### src/rtl/fetch_queue_if.sv
`default_nettype none
// ============================================================================
// Module   : fetch_queue_if
// Purpose  : Handshake bundle between fetch, the instruction queue and decode.
//            The master side is the environment (fetch stage driving the
//            input half, decode driving out_ready); the slave side is the
//            queue itself.
// Signals  : in_valid/in_ready/in_pc/in_instr   - fetch -> queue
//            out_valid/out_ready/out_pc/out_instr/out_misaligned - queue -> decode
// Revision : 1.0 - initial release
// ============================================================================
interface fetch_queue_if;
  logic        in_valid;
  logic        in_ready;
  logic [31:0] in_pc;
  logic [31:0] in_instr;
  logic        out_valid;
  logic        out_ready;
  logic [31:0] out_pc;
  logic [31:0] out_instr;
  logic        out_misaligned;

  modport master (
    output in_valid, in_pc, in_instr, out_ready,
    input  in_ready, out_valid, out_pc, out_instr, out_misaligned
  );

  modport slave (
    input  in_valid, in_pc, in_instr, out_ready,
    output in_ready, out_valid, out_pc, out_instr, out_misaligned
  );
endinterface
`default_nettype wire

### src/rtl/fetch_queue.sv
`default_nettype none
// ============================================================================
// Module   : fetch_queue
// Purpose  : Circular FIFO of {pc, instr} pairs between fetch and decode.
//            in_ready doubles as the fetch PC-advance enable; flush drops all
//            buffered wrong-path entries on a redirect.
// Ports    : clk, rst       - clock, synchronous active-high reset
//            flush          - discard every entry at this edge
//            bus (slave)    - fetch/decode handshake bundle
//            count          - occupied entries, 0..DEPTH
//            flush_drops    - saturating total of entries discarded by flush
// Revision : 1.0 - initial release
// ============================================================================
module fetch_queue #(
  parameter int DEPTH = 2,
  parameter int CNT_W = $clog2(DEPTH + 1)
) (
  input  wire logic             clk,
  input  wire logic             rst,
  input  wire logic             flush,
  fetch_queue_if.slave          bus,
  output logic [CNT_W-1:0]      count,
  output logic [15:0]           flush_drops
);

  localparam int              c_ptr_w = $clog2(DEPTH);
  localparam logic [CNT_W-1:0] c_full = CNT_W'(DEPTH);

  logic [63:0]        r_mem [DEPTH];
  logic [c_ptr_w-1:0] r_wp;
  logic [c_ptr_w-1:0] r_rp;
  logic [CNT_W-1:0]   r_count;
  logic [15:0]        r_drops;

  logic               w_in_ready;
  logic               w_out_valid;
  logic               w_push;
  logic               w_pop;
  logic [16:0]        w_drops_sum;
  logic [63:0]        w_head;

  // Full/empty come only from registered occupancy, so a pop never
  // combinationally opens room for a push in the same cycle.
  assign w_in_ready  = (r_count != c_full);
  assign w_out_valid = (r_count != '0);

  assign w_push = bus.in_valid && w_in_ready && !flush;
  assign w_pop  = w_out_valid && bus.out_ready && !flush;

  // One extra bit catches the carry so the drop counter can clamp.
  assign w_drops_sum = {1'b0, r_drops} + 17'(r_count);

  assign w_head = w_out_valid ? r_mem[r_rp] : 64'h0;

  always_ff @(posedge clk) begin
    if (rst) begin
      r_wp    <= '0;
      r_rp    <= '0;
      r_count <= '0;
      r_drops <= '0;
      for (int i = 0; i < DEPTH; i++) begin
        r_mem[i] <= '0;
      end
    end else if (flush) begin
      r_wp    <= '0;
      r_rp    <= '0;
      r_count <= '0;
      r_drops <= w_drops_sum[16] ? 16'hFFFF : w_drops_sum[15:0];
    end else begin
      if (w_push) begin
        r_mem[r_wp] <= {bus.in_pc, bus.in_instr};
        r_wp        <= r_wp + c_ptr_w'(1);
      end
      if (w_pop) begin
        r_rp <= r_rp + c_ptr_w'(1);
      end
      case ({w_push, w_pop})
        2'b10:   r_count <= r_count + CNT_W'(1);
        2'b01:   r_count <= r_count - CNT_W'(1);
        default: r_count <= r_count;
      endcase
    end
  end

  assign bus.in_ready       = w_in_ready;
  assign bus.out_valid      = w_out_valid;
  assign bus.out_pc         = w_head[63:32];
  assign bus.out_instr      = w_head[31:0];
  // Misaligned PCs pass through untouched; this is only a flag for decode.
  assign bus.out_misaligned = w_out_valid && (w_head[33:32] != 2'b00);
  assign count              = r_count;
  assign flush_drops        = r_drops;

endmodule
`default_nettype wire

### src/flat_wrapper.sv
// flat-port wrapper written by rule: the top's interface ports become plain ports
module fetch_queue_flat 
#(
  parameter int DEPTH = 2,
  parameter int CNT_W = $clog2(DEPTH + 1)
)
  (clk, rst, flush, count, flush_drops, bus_in_valid, bus_in_pc, bus_in_instr, bus_out_ready, bus_in_ready, bus_out_valid, bus_out_pc, bus_out_instr, bus_out_misaligned);
  fetch_queue_if bus_i ();
  input  wire logic clk;
  input  wire logic rst;
  input  wire logic flush;
  output logic [CNT_W-1:0] count;
  output logic [15:0] flush_drops;
  input wire logic [$bits(bus_i.in_valid)-1:0] bus_in_valid;
  input wire logic [$bits(bus_i.in_pc)-1:0] bus_in_pc;
  input wire logic [$bits(bus_i.in_instr)-1:0] bus_in_instr;
  input wire logic [$bits(bus_i.out_ready)-1:0] bus_out_ready;
  output wire logic [$bits(bus_i.in_ready)-1:0] bus_in_ready;
  output wire logic [$bits(bus_i.out_valid)-1:0] bus_out_valid;
  output wire logic [$bits(bus_i.out_pc)-1:0] bus_out_pc;
  output wire logic [$bits(bus_i.out_instr)-1:0] bus_out_instr;
  output wire logic [$bits(bus_i.out_misaligned)-1:0] bus_out_misaligned;
  assign bus_i.in_valid = bus_in_valid;
  assign bus_i.in_pc = bus_in_pc;
  assign bus_i.in_instr = bus_in_instr;
  assign bus_i.out_ready = bus_out_ready;
  assign bus_in_ready = bus_i.in_ready;
  assign bus_out_valid = bus_i.out_valid;
  assign bus_out_pc = bus_i.out_pc;
  assign bus_out_instr = bus_i.out_instr;
  assign bus_out_misaligned = bus_i.out_misaligned;
  fetch_queue #(.DEPTH(DEPTH), .CNT_W(CNT_W)) u_core (.clk(clk), .rst(rst), .flush(flush), .bus(bus_i), .count(count), .flush_drops(flush_drops));
endmodule
### config.mk
export PLATFORM = sky130hd
export DESIGN_NAME = fetch_queue_flat
export DESIGN_NICKNAME = d
export VERILOG_FILES = /design/src/rtl/fetch_queue_if.sv /design/src/rtl/fetch_queue.sv /design/src/flat_wrapper.sv
export SDC_FILE = /design/constraint.sdc
export NUM_CORES = 1
export LEC_CHECK = 0
export ABC_AREA = 1
export ABC_CLOCK_PERIOD_IN_PS = 3260
export CORE_ASPECT_RATIO = 1.1
export CORE_MARGIN = 2
export CORE_UTILIZATION = 46
export DETAILED_ROUTE_END_ITERATION = 12
export HOLD_SLACK_MARGIN = 0.12
export MAX_ROUTING_LAYER = met4
export PLACE_DENSITY_LB_ADDON = 0.3
export SYNTH_ARGS = -nofsm -noshare
export SYNTH_HDL_FRONTEND = slang
export SYNTH_SLANG_ARGS = --single-unit
### constraint.sdc
create_clock -name clk -period 3.26 [get_ports clk]
set_input_delay 0.652 -clock clk [delete_from_list [all_inputs] [get_ports clk]]
set_output_delay 0.652 -clock clk [all_outputs]
set_load 0.01 [all_outputs]
* Yosys cells after proc, flatten, opt, wreduce, memory -nomap -nowiden
Memories as Yosys holds them, arrays and structs flattened. A register that Yosys moved wholly into a read port is not among the register bits. Cells that the tools add are included.
Storage, ports and cells: flip-flop bits (word level) 20, memory bits (writable) 128, input port bits 69, output and inout bits 85, memories 1
Memories:
- u_core.r_mem | words 2, bits a word 64, read ports 1, clocked after memory_dff 1, wr ports 2, line fetch_queue.sv:29 | logic [63:0] r_mem [DEPTH];
Cells by class: $add $sub $neg 5, equality and inequality tests 3, muxes and demuxes 14, reductions and logical operators 11
Operator list (count):
- $mux 64 | 2
- $reduce_or 64->1 | 1
- $add 16x2->17 | 1
- $mux 16 | 1
- $mux 1 | 10
- $reduce_bool 2->1 | 3
- $logic_and 1x1->1 | 5
- $pmux 2 s2 | 1
- $add 1x1->1 const B | 2
- $add 2x1->2 const B | 1
- $eq 2x1->1 const B | 1
- $eq 2x2->1 const B | 1
- $ne 2x2->1 const B | 1
- $reduce_or 2->1 | 1
- $sub 2x1->2 const B | 1
- $logic_not 1->1 | 1

* Logic depth before layout (Yosys ltp)
depth in word-level cells 9, gate-level depth with buffers 12, depth with buffers taken out 12

* Worst setup path after synthesis
OpenSTA, ideal clock, no wires.
path type input port to flip-flop, start in flush, end mem u_core.r_mem[0][0], enable pin, setup time 0.424 ns, arrival 2.759 ns, required time 2.836 ns, path slack 0.077 ns, cell stages on the path 6, cells stage by stage buf_6 > nor2_2 > nand3_1 > buf_2 > buf_2 > nand2_1
RTL lines:
- start, declared | line flat_wrapper.sv:11 | input wire logic flush;
- end, declared | line fetch_queue.sv:29

==> results.txt <==
----------------------------------------------------
[Timing]
  Max Slew Vio Count ... 0
  Worst Clk Skew ... 0.00956 ns
  Final number of setup-violating endpoints ... 0
  Highest clock rate ... 347 MHz
  Minimum period implied by the final worst setup slack ... 2.88 ns
  Number of hold violations in the final report ... 0
  Tcrit/Tclk final ... 0.884
  Worst-case setup margin in the final layout ... 0.378 ns
  Relative max-transition margin ... 0.482
  Post-route setup TNS ... 0 ns
  RSZ-0062 raised after global routing ... no
  Slew at the pin closest to its max-slew limit ... 0.778 ns

[Worst hold path]
  Beginning of the worst hold path ... u_core.r_rp
  Class of the tightest hold or removal check ... register to register

[Setup path]
  Critical path cell sequence ... inv_2 -> buf_4 -> nand2_1 -> a21oi_1 -> clkdlybuf4s50_1
  Longest individual stage delay on the worst path ... 0.58 ns
  Crit Reg-Reg Startpoint ... u_core.count[0]
  Worst path required time ... 2.61 ns
  Worst EP arrival ... 2.23 ns
  Endpoint kind of the worst setup timing path ... primary output
  Critical path start-end classification ... register to primary output
  Startpoint kind of the worst setup timing path ... register
  Largest delay contributor family on the critical path ... buffers and inverters
  Buf/Inv on CP ... 3
  Library cell contributing the largest single delay on the critical path ... clkdlybuf4s50_1
  Max FO, Critical Path ... 42

[Pwr]
  Worst IR Drop VDD ... 252 uV
  Power per Cell Area ... 492 nW/um^2
  Total power after layout ... 4490 uW
  Leakage ... 0.00370 uW

[CTS]
  Number of setup buffers added after CTS ... 0
  CTS-repair resized insts ... 0
  CTS tree ... yes
  Quantity of hold-fixing buffers added after cts ... 0
  Longest Clk Path Bufs ... 2
  Count of clock tree sinks ... 149
  Clk_lat worst skew ... 0.42 ns
  Clock Tree Root ... clkbuf_16
  Clock Pin Slew Worst Setup and Hold Paths ... 0.05 ns
  TritonCTS buffer count ... 17
  Number of H-tree branching levels ... 4

[Final layout]
  Count of nets after finishing ... 938
  Post-layout utilization of the core ... 0.632
  Filler cells ... 1,173
  Share of layout cells above drive strength 1 ... 0.0945
  Number of antenna diodes ... 0
  Most common cell after layout, fill and taps aside ... nand2_1
  Layout Area Growth over Synthesis ... 34.0%
  Commonest cells after routing, fill and taps aside ... 160 x nand2_1, 153 x clkdlybuf4s50_1, 133 x nor2_1

[Global routing]
  Pin count of the biggest net entering global routing ... 65
  Busiest metal layer after global routing ... met2
  Aggregate global-route resource usage ... 0.203
  Met1 Use GR ... 0.235
  Global-route wire length before repair ... 24.1 mm
  Met2 Use GR ... 0.341
  Number of global-route vias before repair ... 4,972
  Global Route met3 Usage ... 0.0516
  Number of antenna violations at the first check in global routing ... 0
  Total grt overflow ... 0

[Outcome]
  Status ... completed

[Synthesis]
  Cells after Synth ... 717
  Combined area of all synthesized cells ... 6810 sq um
  Synthesized Nets ... 790
  Unique masters post-synth ... 33
  Avg Synthesized Cell Area ... 9.50 sq um
  Synthesis Warnings ... 0
  #FFs+latches synth ... 149
  Part of the Yosys area used for sequential elements ... 0.626

[Detailed routing]
  First-pass iteration count of the detailed router ... 5
  Routed wire length ... 15.3 mm
  Iter 0 DRT Violations ... 351
  Post-route antenna net violation count ... 0
  Per-cell via count in the routed design ... 4.83
  Total number of vias ... 5,172
  DRC violation count after routing ... 0
  Average detailed-routed wire length per instance ... 14.3 microns

[Placement]
  Minimum setup slack after placement ... 0.535 ns
  Final weighted congestion in routability-driven placement ... 0.817
  Dpl hpwl ... 9.64 mm
  Port buffer count ... 153

[Job]
  Count of maximum capacitance violations ... 0

[Die]
  Core area ... 14,400 sq um
  Number of core rows ... 46
  Die X ... 120 microns
  Vert. Die Dim ... 132 microns
  Io pins ... 154
  Initial core utilization ... 0.472
  Die area ... 15,800 sq um

----------------------------------------------------
-- cells in the mapped netlist (all sizes together) --
| library cell | instances | area share |
|---|---|---|
| xor2 | 2 | 0.0026 |
| fa | 1 | 0.0029 |
| inv | 97 | 0.053 |
| ha | 3 | 0.0055 |
| or2 | 2 | 0.0018 |
| clkbuf | 16 | 0.0088 |
| o22ai | 1 | 0.00092 |
| xnor2 | 3 | 0.0039 |
| nor3 | 3 | 0.0039 |
| a31oi | 2 | 0.0028 |
| nand3 | 11 | 0.011 |
| o21ai | 12 | 0.0088 |
| edfxtp | 128 | 0.56 |
| nand2 | 166 | 0.093 |
| buf | 21 | 0.022 |
| dfxtp | 21 | 0.062 |
| nand4 | 6 | 0.0055 |
| nor2 | 146 | 0.086 |
| a21oi | 75 | 0.059 |
| mux2i | 1 | 0.0015 |
-- kinds of logic after synthesis --
group,count (synthesis),share of synthesized area
buffers and inverters,134,0.0847
adder cells (fa/ha/maj),4,0.00845
flip-flops,149,0.626
AND/OR/NAND/NOR,334,0.202
XOR/XNOR,5,0.00643
multiplexers,1,0.00147
AO/OA/AOI/OAI,90,0.0715
-- worst reg2reg max path, stage by stage, from the launching register on --
cell,delay [ns]
dfxtp_1,0.54
ha_1,0.24
inv_1,0.06
fa_1,0.36
inv_1,0.11
nand3_1,0.16
nor3_4,0.22
nand3_2,0.39
nand3_1,0.22
nand2_1,0.07
inv_1,0.06
-- routing by layer --
metal | vias up | routed length, microns
met5 | - | 0
met3 | 22 | 1060
met4 | 0 | 255
met2 | 165 | 7630
li1 | 2591 | -
met1 | 2394 | 6360
-- cell type report --
cell class | instances | area [sq um] | area share
well taps | 192 | 240 | 0.0263
flip-flops and latches | 149 | 4270 | 0.467
clock inverters | 15 | 178 | 0.0195
clock buffers | 17 | 425 | 0.0466
multi-input cells | 434 | 2000 | 0.219
repair buffers | 166 | 1650 | 0.181
inverters | 97 | 364 | 0.0399
-- where the power goes --
part	internal (uW)	leakage [uW]	switching, uW	total, uW
Clock	1210	0.000284	765	1970
Sequential	2160	0.00149	25.2	2190
Combinational	155	0.00192	177	332
-- worst paths after layout --
kind                       endpoint  slack [ns]  depth (start not counted)
max reg2reg  u_core.flush_drops[15]        0.80                         10
min reg2reg                register        0.47                          2
min                        register        0.47                          2
max               bus_out_instr[21]        0.38                          5
-- state kept, by name, indices dropped and copies added, names as in the netlist, named ones only --
name and count:
u_core.count 2, u_core.flush_drops 16, u_core.r_rp 1, u_core.r_mem 128, u_core.r_wp 1
-- per-stage QoR --
stage	hold WS, ns	instance area [sq um]	instances
2_1_floorplan	0.447	6810	717
3_3_place_gp	0.464	8520	1038
3_5_place_dp	0.462	8520	1038
4_1_cts	0.472	9130	1070
5_1_grt	0.496	9130	1070
6_report	0.473	9130	1070
No activity file was read; power rests on OpenSTA's default activity.
